## src/rtl/collectible_pkg.sv

```systemverilog
// Shared types and constants for the collectible spawner slice.
package collectible_pkg;

    localparam int TYPE_W = 2;
    localparam logic [TYPE_W-1:0] TYPE_NONE = 2'd0;

    typedef enum logic [1:0] {
        ST_IDLE    = 2'd0,
        ST_REQ     = 2'd1,
        ST_CAPTURE = 2'd2
    } spawn_state_t;

    // A slot or generator value holds a real collectible when it is not TYPE_NONE.
    function automatic logic is_occupied(input logic [TYPE_W-1:0] t);
        return (t != TYPE_NONE);
    endfunction

endpackage

```

## src/rtl/collectible_slot.sv

```systemverilog
// One collectible slot: stored type plus its respawn countdown.
module collectible_slot
    import collectible_pkg::*;
#(
    parameter int RESPAWN_TICKS = 60,
    parameter int TIMER_W       = 8
) (
    input  logic              clk,
    input  logic              reset,
    input  logic              i_load,
    input  logic [TYPE_W-1:0] i_load_type,
    input  logic              i_clear,
    input  logic              i_tick,
    output logic [TYPE_W-1:0] o_type,
    output logic              o_ready
);

    localparam logic [TIMER_W-1:0] TIMER_LOAD = TIMER_W'(RESPAWN_TICKS);
    localparam logic [TIMER_W-1:0] TIMER_ONE  = TIMER_W'(1);
    localparam logic [TIMER_W-1:0] TIMER_ZERO = TIMER_W'(0);

    logic [TYPE_W-1:0]  r_type;
    logic [TIMER_W-1:0] r_timer;

    // Slot state: a pickup restarts the respawn wait (and beats a same-cycle tick),
    // a spawn fills the slot, and ticks drain an empty slot's timer down to zero.
    always_ff @(posedge clk) begin
        if (reset) begin
            r_type  <= TYPE_NONE;
            r_timer <= TIMER_ZERO;
        end else if (i_clear) begin
            r_type  <= TYPE_NONE;
            r_timer <= TIMER_LOAD;
        end else if (i_load) begin
            r_type  <= i_load_type;
            r_timer <= TIMER_ZERO;
        end else if (i_tick && !is_occupied(r_type) && (r_timer != TIMER_ZERO)) begin
            r_timer <= r_timer - TIMER_ONE;
        end else begin
            r_timer <= r_timer;
        end
    end

    assign o_type  = r_type;
    assign o_ready = !is_occupied(r_type) && (r_timer == TIMER_ZERO);

endmodule

```

## src/rtl/collectible_spawner.sv

```systemverilog
// Collectible spawner: requests random types for empty, expired slots and
// retires collectibles on player pickup, reporting the collected type.
module collectible_spawner
    import collectible_pkg::*;
#(
    parameter int NUM_SLOTS     = 4,
    parameter int RESPAWN_TICKS = 60,
    parameter int TIMER_W       = 8
) (
    input  logic                          clk,
    input  logic                          reset,
    input  logic                          spawn_en,
    input  logic                          tick,
    output logic                          rand_en,
    input  logic [TYPE_W-1:0]             rand_type,
    input  logic                          pickup_valid,
    input  logic [$clog2(NUM_SLOTS)-1:0]  pickup_slot,
    output logic [TYPE_W*NUM_SLOTS-1:0]   slot_types,
    output logic                          collected_vld,
    output logic [TYPE_W-1:0]             collected_type
);

    localparam int IDX_W = $clog2(NUM_SLOTS);

    spawn_state_t      r_state;
    logic [IDX_W-1:0]  r_tgt;
    logic              r_rand_en;
    logic              r_collected_vld;
    logic [TYPE_W-1:0] r_collected_type;

    logic [TYPE_W-1:0]    w_type [NUM_SLOTS];
    logic [NUM_SLOTS-1:0] w_ready;
    logic [NUM_SLOTS-1:0] w_clear;
    logic [NUM_SLOTS-1:0] w_load;
    logic                 w_tick_en;
    logic                 w_any_ready;
    logic [IDX_W-1:0]     w_pick_idx;
    logic [TYPE_W-1:0]    w_pick_type;
    logic                 w_pick_hit;

    // Timers only advance while the game is running.
    assign w_tick_en = tick && spawn_en;

    // Pickup decode: an index with no matching slot reads as empty, so
    // out-of-range indices and empty slots are ignored the same way.
    always_comb begin
        w_pick_type = TYPE_NONE;
        for (int i = 0; i < NUM_SLOTS; i++) begin
            w_pick_type = (pickup_slot == IDX_W'(i)) ? w_type[i] : w_pick_type;
        end
        w_pick_hit = pickup_valid && is_occupied(w_pick_type);
        for (int i = 0; i < NUM_SLOTS; i++) begin
            w_clear[i] = w_pick_hit && (pickup_slot == IDX_W'(i));
        end
    end

    // Lowest-index ready slot; scanning downward lets the lowest match win.
    always_comb begin
        w_pick_idx  = {IDX_W{1'b0}};
        w_any_ready = |w_ready;
        for (int i = NUM_SLOTS - 1; i >= 0; i--) begin
            w_pick_idx = w_ready[i] ? IDX_W'(i) : w_pick_idx;
        end
    end

    // Spawn write: only a nonzero generator value ever lands in the target slot.
    always_comb begin
        for (int i = 0; i < NUM_SLOTS; i++) begin
            w_load[i] = (r_state == ST_CAPTURE) && is_occupied(rand_type)
                        && (r_tgt == IDX_W'(i));
        end
    end

    // Spawn FSM: one request in flight; rand_en is high exactly while in REQ.
    always_ff @(posedge clk) begin
        if (reset) begin
            r_state   <= ST_IDLE;
            r_tgt     <= {IDX_W{1'b0}};
            r_rand_en <= 1'b0;
        end else begin
            case (r_state)
                ST_IDLE: begin
                    if (spawn_en && w_any_ready) begin
                        r_tgt     <= w_pick_idx;
                        r_state   <= ST_REQ;
                        r_rand_en <= 1'b1;
                    end else begin
                        r_state   <= ST_IDLE;
                        r_rand_en <= 1'b0;
                    end
                end
                ST_REQ: begin
                    r_state   <= ST_CAPTURE;
                    r_rand_en <= 1'b0;
                end
                ST_CAPTURE: begin
                    // A zero is the generator's reset value, so ask again.
                    if (is_occupied(rand_type)) begin
                        r_state   <= ST_IDLE;
                        r_rand_en <= 1'b0;
                    end else begin
                        r_state   <= ST_REQ;
                        r_rand_en <= 1'b1;
                    end
                end
                default: begin
                    r_state   <= ST_IDLE;
                    r_rand_en <= 1'b0;
                end
            endcase
        end
    end

    // Collected report: one-cycle pulse, type held until the next pickup.
    always_ff @(posedge clk) begin
        if (reset) begin
            r_collected_vld  <= 1'b0;
            r_collected_type <= TYPE_NONE;
        end else if (w_pick_hit) begin
            r_collected_vld  <= 1'b1;
            r_collected_type <= w_pick_type;
        end else begin
            r_collected_vld  <= 1'b0;
            r_collected_type <= r_collected_type;
        end
    end

    genvar g;
    generate
        for (g = 0; g < NUM_SLOTS; g++) begin : g_slot
            collectible_slot #(
                .RESPAWN_TICKS (RESPAWN_TICKS),
                .TIMER_W       (TIMER_W)
            ) u_slot (
                .clk         (clk),
                .reset       (reset),
                .i_load      (w_load[g]),
                .i_load_type (rand_type),
                .i_clear     (w_clear[g]),
                .i_tick      (w_tick_en),
                .o_type      (w_type[g]),
                .o_ready     (w_ready[g])
            );
            assign slot_types[TYPE_W*g +: TYPE_W] = w_type[g];
        end
    endgenerate

    assign rand_en        = r_rand_en;
    assign collected_vld  = r_collected_vld;
    assign collected_type = r_collected_type;

endmodule
```

## config.mk

```make
export PLATFORM = sky130hd
export DESIGN_NAME = collectible_spawner
export DESIGN_NICKNAME = d
export VERILOG_FILES = /design/src/rtl/collectible_pkg.sv /design/src/rtl/collectible_slot.sv /design/src/rtl/collectible_spawner.sv
export SDC_FILE = /design/constraint.sdc
export NUM_CORES = 1
export LEC_CHECK = 0
export ABC_AREA = 1
export BUFFER_PORTS_ARGS = -buffer_cell sky130_fd_sc_hd__buf_2
export CAP_MARGIN = 20
export CORE_MARGIN = 2
export CORE_UTILIZATION = 54
export DETAILED_ROUTE_END_ITERATION = 16
export HOLD_SLACK_MARGIN = 0.03
export PLACE_DENSITY = 0.76
export SYNTH_ARGS = -nofsm -noshare
export SYNTH_HDL_FRONTEND = slang
export SYNTH_SLANG_ARGS = --single-unit
```

## constraint.sdc

```tcl
create_clock -name clk -period 1.4 [get_ports clk]
set_input_delay 0.07 -clock clk [delete_from_list [all_inputs] [get_ports clk]]
set_output_delay 0.07 -clock clk [all_outputs]
set_load 0.05 [all_outputs]
```

Yosys cells after proc, flatten, opt, wreduce, memory -nomap -nowiden
Index checks and enable logic that the tools add are counted.
{ "word_totals": {"n_memories": 0, "wordCells": 115, "latch_bits": 0, "ff_bits": 48, "romBits": 0, "in_bits": 9, "ram_bits": 0} }
{ "classes": {"reduce_logical": 59, "n_mux": 27, "n_bitwise": 0, "div": 0, "multipliers": 0, "n_eq_ne": 8, "add_sub_neg": 4, "shifts": 0, "order_cmp": 0} }
{ "op_table": {"columns": ["op", "count"], "rows": [
  ["2-to-1 mux 6 bit", 12],
  ["zero test 8 bit", 4],
  ["nonzero test 8 bit", 4],
  ["subtractor 8 x 1 -> 8 bit, second input constant", 4],
  ["logical AND 1 bit", 24],
  ["2-to-1 mux 2 bit", 8],
  ["nonzero test 2 bit", 6],
  ["nonzero test 3 bit", 4],
  ["OR reduction 3 bit", 4],
  ["equality test 2 bit, second input constant", 5],
  ["OR reduction 2 bit", 4],
  ["equality test 2 x 1 -> 1 bit, second input constant", 3],
  ["zero test 2 bit", 3],
  ["one-hot mux 2 bit (3 select lines)", 1],
  ["2-to-1 mux 1 bit", 5],
  ["zero test 1 bit", 4],
  ["OR reduction 4 bit", 1],
  ["one-hot mux 1 bit (2 select lines)", 1],
  ["AND reduction 2 bit", 1]
]} }

Logic depth before layout (Yosys ltp)
Gate-level depths: netlist of the first run.
{ "logic_depth": {"word_depth": 9, "depth_mapped": 12, "ltp_nobuf": 12} }

Cells and area by module
A second synthesis of the first run with hierarchy kept.
{ "unflattened": {"cells_unflattened": 447, "hier_area_um2": 3069.2} }
{ "by_module_without_submodules": {"columns": ["module", "n_inst", "area_each_um2", "seq_area_each_um2", "cells_per_inst"], "rows": [
  ["collectible_slot (g_slot[1].u_slot ...)", 3, 648.1, 200.2, 94],
  ["collectible_slot (g_slot[0].u_slot)", 1, 650.6, 200.2, 97],
  ["collectible_spawner", 1, 474.2, 160.2, 68]
]} }

Worst setup path after synthesis of the first run
OpenSTA, ideal clock, no wires.
{ "synth_timing": {"path_kind": "reg-to-reg", "start": "reg g_slot[1].u_slot.r_type[0]", "end": "reg g_slot[2].u_slot.r_timer[7]", "synth_period_minus_slack_ns": 1.607, "setup_slack_ns": -0.207, "arrival_ns": 1.490, "t_required_ns": 1.283, "setup_time_ns": 0.117, "n_path_buf": 0, "stages_incl_launch_ff": 12, "path_cell_list": "dfxtp_1 > inv_1 > nand2_1 > nand2_1 > nand2_1 > nand2_1 > nand2_1 > nand2_1 > nand2_4 > nand2_1 > nand3_1 > nor2_1"} }
{ "synth_between": {"elab_chain_cells": 7} }
{ "synth_rtl": {"columns": ["item", "line", "text"], "rows": [
  ["start: declaration", "collectible_slot.sv:22", "logic [TYPE_W-1:0] r_type;"],
  ["start signal: assignment", "collectible_slot.sv:35", "r_type <= i_load_type;"],
  ["2-to-1 mux 2 bit (3 in series)", "collectible_spawner.sv:49", "w_pick_type = (pickup_slot == IDX_W'(i)) ? w_type[i] : w_pick_type;"],
  ["nonzero test 2 bit", "collectible_pkg.sv:15", "return (t != TYPE_NONE);"],
  ["logical AND 1 bit", "collectible_spawner.sv:51", "w_pick_hit = pickup_valid && is_occupied(w_pick_type);"],
  ["logical AND 1 bit", "collectible_spawner.sv:53", "w_clear[i] = w_pick_hit && (pickup_slot == IDX_W'(i));"],
  ["OR reduction 3 bit (no source line)", null, null],
  ["end signal: assignment", "collectible_slot.sv:38", "r_timer <= r_timer - TIMER_ONE;"],
  ["end signal: assignment", "collectible_slot.sv:40", "r_timer <= r_timer;"],
  ["end: declaration", "collectible_slot.sv:23", "logic [TIMER_W-1:0] r_timer;"]
]} }
No other way between the ends.
A chain may end at the register's enable or synchronous reset.

Final worst setup path of the first run
{ "layout_timing": {"start": "reg g_slot[2].u_slot.r_timer[0]", "end": "reg r_tgt[0]"} }
{ "layout_between": {"elab_chain_cells": 5} }
{ "layout_rtl": {"columns": ["item", "line", "text"], "rows": [
  ["zero test 8 bit (*)", "collectible_slot.sv:45", "assign o_ready = !is_occupied(r_type) && (r_timer == TIMER_ZERO);"],
  ["logical AND 1 bit (*)", "collectible_slot.sv:45", null],
  ["2-to-1 mux 2 bit / OR reduction 4 bit (equally long branches)", "collectible_spawner.sv:62, collectible_spawner.sv:60", null],
  ["2-to-1 mux 2 bit / logical AND 1 bit (equally long branches)", "collectible_spawner.sv:62, collectible_spawner.sv:83", null],
  ["2-to-1 mux 2 bit / AND reduction 2 bit (equally long branches)", null, null],
  ["end signal: assignment", "collectible_spawner.sv:78", "r_tgt <= {IDX_W{1'b0}};"],
  ["end signal: assignment", "collectible_spawner.sv:84", "r_tgt <= w_pick_idx;"],
  ["end: declaration", "collectible_spawner.sv:26", "logic [IDX_W-1:0] r_tgt;"]
]} }
Every way passes the cells marked *; elsewhere a longest branch is shown, timed or not.

==> summary.md, run 1 <==
| Metric | Value |
|---|---|
| Clock latency on the worst-skew pair | `300 ps` |
| Reg clk slew, reported paths | `100 ps` |
| Starting Density | `0.5541` |
| CTS tree | `yes` |
| Worst min path class | `input pin to flip-flop` |
| Via Count | `2886` |
| Num ports | `21` |
| Largest delay share family, worst path | `simple AND/OR/NAND/NOR gates` |
| Crit start category | `flip-flop` |
| Placeable Area | `4692 um2` |
| Synthesized Nets | `390` |
| Crit path capture type | `flip-flop` |
| CP peak stage delay | `330 ps` |
| NumNets Final | `484` |
| Peak VDD IR | `1.704 mV` |
| Skew final | `10.47 ps` |
| Clock root buffer master | `clkbuf_8` |
| Failing checks | `negative setup slack` |
| First-pass GRT wire length | `11.20 mm` |
| Full die area | `5386 um2` |
| Drt initial violations | `175` |
| Synth Area per Inst | `6.915 um2` |
| Leak | `0.001770 uW` |
| Layout cells sized above 1 | `0.4098` |
| Crit Path Max Fanout | `3` |
| Commonest non-fill, non-tap cell in the layout | `buf_4` |
| Max Used Layer | `met4` |
| CP Buf/Inv Count | `2` |
| Max_cap viols | `0` |
| DR vias/cell | `5.497` |
| Num rows | `25` |
| Util after Layout | `0.8131` |
| WL met2 | `3.946 mm` |
| RePlAce Congestion | `0.8727` |
| # setup viols final | `15` |
| Wire length per cell after detailed routing | `14.27 um` |
| Wire length on met3 | `309 um` |
| Commonest cells after routing, fill and taps aside | `buf_4, nand2_1, nor2_1, a21oi_1, inv_1` |
| P per Cell Area | `2420 nW/um2` |
| #FFs+latches synth | `48` |
| CTS hold repair buffers | `0` |
| Ant. Diodes | `0` |
| Post-synthesis sequential area ratio | `0.3696` |
| Mapped Area | `2600 um2` |
| Remaining DRCs | `0` |
| RSZ-0062 raised after global routing | `yes` |
| Internal power | `4983 uW` |
| Rel. slew slack | `0.7272` |
| Clock power share | `0.111` |
| NetSw | `4248 uW` |
| Worst Setup Slack post-DPL | `-160.6 ps` |
| Worst Path Class, Setup | `flip-flop to flip-flop` |
| Crit-path slowest cell | `dfxtp_2` |
| Port Buffers | `20` |
| Period utilization | `1.061` |
| Setup ws final | `-84.80 ps` |
| Combinational share of power | `0.658` |
| F_max | `673.5 MHz` |
| Synthesized instance count | `376` |
| Overflow after GRT | `0` |
| Status | `finished, violations left` |
| Critical path, cell by cell | `inv_2 -> ha_4 -> nand3_4 -> nor2_4 -> nand4_1 -> o21ai_2 -> nand2_1 -> nand2_2 -> nand2_1 -> inv_1 -> nor2_1` |
| Vias in the first global route | `2611` |
| Yosys warnings | `0` |
| Final number of hold-violating endpoints | `0` |
| Clk buf depth | `2` |
| Initial antenna violation count | `0` |
| Chip height | `73.39 um` |
| Chip Width | `73.39 um` |
| P&R area growth vs syn | `46.73%` |
| Switching share of power | `0.4602` |
| Crit path DAT | `1700 ps` |
| Final Critical Period | `1485 ps` |
| Router iterations before antenna repair | `5` |
| Met1 wire length | `3.104 mm` |
| Routed Wire Length | `7.492 mm` |
| Largest net degree at the start of global routing | `17` |
| Total CTS buffers | `5` |
| Total GRT Usage | `0.2622` |
| # H-tree levels | `2` |
| Flop pwr share | `0.232` |
| Worst-margin pin slew | `408.3 ps` |
| Pwr Total | `9232 uW` |
| Clk sinks | `48` |
| Synth cell types | `26` |
| CP Data Required Time | `1610 ps` |
| Post-DP HPWL | `5.007 mm` |
| Post-route ant nets | `0` |
| Max-slew violation count | `0` |
| Most frequent CP cell | `nand2_1` |
worst register-to-register path, delay by kind of cell, from the launching register on:
family / cells / cell delay (ps)
DFF: 1 / 330
and+or+nand+nor: 7 / 680
buffers and inverters: 2 / 130
adders and majority gates: 1 / 150
AOI/OAI and AO/OA: 1 / 100
what timing repair did:
item	CTS	global route
gates resized for setup	30	60
setup buffers	2	5
pin swaps	11	31
endpoints found under the setup margin	31	39
flip-flops by register name, summed over array words and instances, names as in the netlist:
register,flops
collected_vld,1
rand_en,1
collected_type,2
r_state,2
g_slot.u_slot.o_type,8
r_tgt,2
g_slot.u_slot.r_timer,32
per-stage QoR:
step	instance area, um2	setup TNS (ps)	instances	hold slack [ps]
CTS	3527	-51.72	520	163.7
global route	3815	-2500	525	182.9
detailed placement	3309	-2079	510	444.6
finish	3815	-480.5	525	156.3
global placement	3309	-632.8	510	434.7
floorplan	2686	-6.930	376	232.0
synthesized netlist by cell type (all sizes together):
master   n  area (um2)
nand3   30       160.2
and2     1       6.260
xnor2    3       26.28
or2      5       31.28
nor3b    1       7.510
dfxtp   48       960.9
o211ai   4       30.03
o21ai    4       20.01
a21oi   43       215.2
clkbuf   3       21.27
buf      2       11.26
nand4   26       162.7
ha       5       62.56
o21a     1       7.510
inv     45       168.9
nand2   80       312.8
xor2    19       166.4
nor3     9       45.04
nor2    47       183.9
layout make-up:
cell class                 instances  area [um2]
timing repair buffer              92       648.1
fill                             291       877.1
multi-input combinational        278        1829
sequential                        48       989.7
inverter                          45       168.9
clock inverter                     3       42.54
clock buffer                       5       68.82
tap                               54       67.56
power groups by stage:
stage          Clock [uW]  Combinational, uW  Sequential [uW]
2_1_floorplan           0               3090             2180
3_3_place_gp            0               4500             2080
3_5_place_dp            0               4630             2100
4_1_cts              1020               5070             2100
5_1_grt              1070               6690             2190
6_report             1020               6070             2140
path summary, 6_finish.rpt:
| kind | startpoint | to | slack [ps] | depth (start not counted) |
|---|---|---|---|---|
| setup / recovery | g_slot[2].u_slot.r_timer[0]$_SDFFE_PP0N_ | r_tgt[0]$_SDFFE_PP0P_ | -80 | 11 |
| hold / removal | reset | g_slot[2].u_slot.r_timer[2]$_SDFFE_PP0P_ | 160 | 3 |
| setup reg to reg | g_slot[2].u_slot.r_timer[0]$_SDFFE_PP0N_ | r_tgt[0]$_SDFFE_PP0P_ | -80 | 11 |
| hold reg to reg | r_state[1]$_SDFF_PP0_ | r_state[1]$_SDFF_PP0_ | 430 | 1 |
logic make-up after synthesis:
kind of cell | share of synthesized area
AO/OA/AOI/OAI | 0.1049
adder cells (fa/ha/maj) | 0.02406
AND/OR/NAND/NOR | 0.3499
buffers and inverters | 0.07748
flip-flops | 0.3696
XOR/XNOR | 0.07411
metal layers:
layer,vias up,global-route usage
li1,1433,-
met1,1351,0.3228
met2,87,0.4675
met3,15,0.04527
met4,0,0.07677
met5,-,0
(Power assumes the default switching activity.)
==> run 2: changes to the inputs <==
Settings changed: SKIP_LAST_GASP set to 1.
==> run 2 against run 1 <==
  * The run still ends with negative setup slack left
  * Fmax rose by 1.5%
  * Power fell by 0.30%
  * Final cell count rose by 0.38%
  * Sequential power barely moved
  * Largest cell class unchanged
==> summary.md, run 2 (synthesis results as in run 1) <==
| Metric | Value |
|---|---|
| Status | `finished, violations left` |
| Failing checks | `negative setup slack` |
| Crit path DAT | `1670 ps` |
| Rel. slew slack | `0.6953` |
| Vias in the first global route | `2602` |
| Crit path capture type | `flip-flop` |
| Layout cells sized above 1 | `0.4038` |
| Post-route ant nets | `0` |
| Reg clk slew, reported paths | `100 ps` |
| Min-delay src | `reset` |
| Post-DP HPWL | `5.007 mm` |
| Reg-to-Reg End | `r_tgt[0]$_SDFFE_PP0P_` |
| Clock root buffer master | `clkbuf_8` |
| CP Data Required Time | `1610 ps` |
| RSZ-0062 raised after global routing | `yes` |
| Register-to-Register Path Depth | `11` |
| Routed Wire Length | `7.395 mm` |
| P per Cell Area | `2411 nW/um2` |
| Setup ws final | `-63.34 ps` |
| # H-tree levels | `2` |
| First-pass GRT wire length | `11.14 mm` |
| NumNets Final | `486` |
| Starting Density | `0.5541` |
| Fin Setup TNS | `-381.8 ps` |
| Clk sinks | `48` |
| F_max | `683.4 MHz` |
| Via Count | `2861` |
| Pwr Total | `9204 uW` |
| Num rows | `25` |
| Full die area | `5386 um2` |
| RePlAce Congestion | `0.8727` |
| CP peak stage delay | `330 ps` |
| DR vias/cell | `5.429` |
| Router iterations before antenna repair | `4` |
| Worst Path Class, Setup | `flip-flop to flip-flop` |
| Placeable Area | `4692 um2` |
| Worst min path class | `input pin to flip-flop` |
| Leak | `0.001778 uW` |
| Crit-path slowest cell | `dfxtp_2` |
| Clock latency on the worst-skew pair | `300 ps` |
| Commonest non-fill, non-tap cell in the layout | `buf_4` |
| Largest net degree at the start of global routing | `17` |
| Peak VDD IR | `1.718 mV` |
| Period utilization | `1.045` |
| Chip Width | `73.39 um` |
| Overflow after GRT | `0` |
| # setup viols final | `13` |
| Port Buffers | `20` |
| R2R setup slack | `-60 ps` |
| Clk buf depth | `2` |
| Final Critical Period | `1463 ps` |
| Crit start category | `flip-flop` |
| Num ports | `21` |
| Hold path endpoint | `g_slot[2].u_slot.r_timer[2]$_SDFFE_PP0P_` |
| Worst-margin pin slew | `456.1 ps` |
| Ant. Diodes | `0` |
| Max-slew violation count | `0` |
| CTS tree | `yes` |
| Drt initial violations | `168` |
| CTS hold repair buffers | `0` |
| Max_cap viols | `0` |
| Total GRT Usage | `0.2608` |
| Initial antenna violation count | `0` |
| Largest register FFs | `32` |
| Remaining DRCs | `0` |
| Most flops, register | `g_slot.u_slot.r_timer` |
| Commonest cells after routing, fill and taps aside | `buf_4, nand2_1, nor2_1` |
| Critical path, cell by cell | `inv_2 -> ha_4 -> nand3_4 -> nor2_4 -> nand4_1 -> nand2_1 -> nand2_2 -> nand2_2 -> nand2_1 -> inv_1 -> nor2_1` |
| Chip height | `73.39 um` |
| Worst hold path cell count | `3` |
| Reg2reg start | `g_slot[1].u_slot.r_timer[0]$_SDFFE_PP0N_` |
| Wire length per cell after detailed routing | `14.03 um` |
| Crit Path Max Fanout | `3` |
| P&R area growth vs syn | `46.82%` |
| Skew final | `9.794 ps` |
| Total CTS buffers | `5` |
| Final number of hold-violating endpoints | `0` |
[run 2: area by class of cell]
cell class,instances,area [um2]
Clock buffer,5,68.82
Clock inverter,3,42.54
Fill cell,293,874.6
Inverter,45,168.9
Multi-Input combinational cell,278,1817
Sequential cell,48,989.7
Tap cell,54,67.56
Timing Repair Buffer,94,663.1
[run 2: per-stage QoR]
stage	area (um2)	hold WS, ps	setup slack, ps	util	instances
3_3_place_gp	3309	434.7	-87.97	0.7053	510
4_1_cts	3523	163.7	-42.51	0.7509	520
5_1_grt	3817	175.1	-181.9	0.8136	527
3_5_place_dp	3309	444.6	-160.6	0.7053	510
2_1_floorplan	2686	232.0	-1.735	-	376
6_report	3817	163.8	-63.34	0.8136	527
[run 2: worst max-delay path, delay by kind of cell (launching register included)]
kind	cells	cell delay (ps)
flip-flops	1	330
adder cells (fa/ha/maj)	1	150
buffers and inverters	2	120
AND/OR/NAND/NOR	8	790
[run 2: worst max-delay path by stage]
stage	startpoint	slack, ps	end	cells after the start
3_3_place_gp	g_slot[2].u_slot.r_timer[0]$_SDFFE_PP0N_	-90	rand_en$_SDFF_PP0_	10
4_1_cts	g_slot[1].u_slot.r_timer[0]$_SDFFE_PP0N_	-40	rand_en$_SDFF_PP0_	10
6_report	g_slot[1].u_slot.r_timer[0]$_SDFFE_PP0N_	-60	r_tgt[0]$_SDFFE_PP0P_	11
5_1_grt	g_slot[1].u_slot.r_timer[0]$_SDFFE_PP0N_	-180	g_slot[1].u_slot.r_timer[2]$_SDFFE_PP0P_	9
2_1_floorplan	g_slot[2].u_slot.r_timer[0]$_SDFFE_PP0N_	-2	g_slot[2].u_slot.r_timer[5]$_SDFFE_PP0P_	9
3_5_place_dp	g_slot[2].u_slot.r_timer[0]$_SDFFE_PP0N_	-160	rand_en$_SDFF_PP0_	10
[run 2: routing by layer]
layer,part of all wire,GRT usage
met1,0.42,0.3237
met5,0,0
met3,0.041,0.04527
met2,0.52,0.4605
met4,0.023,0.07879
[run 2: repair_timing]
action / 4_1_cts / 5_1_grt
gates resized for setup: 29 / 57
buffers inserted: 2 / 7
pin swaps: 11 / 31
gates cloned: 0 / 0
endpoints found under the setup margin: 31 / 39
[run 2: power breakdown]
group          switching, uW  leakage [uW]  internal (uW)
registers                325      0.000400           1810
logic                   3380       0.00132           2670
clock network            488     0.0000558            530
total                   4190       0.00178           5010
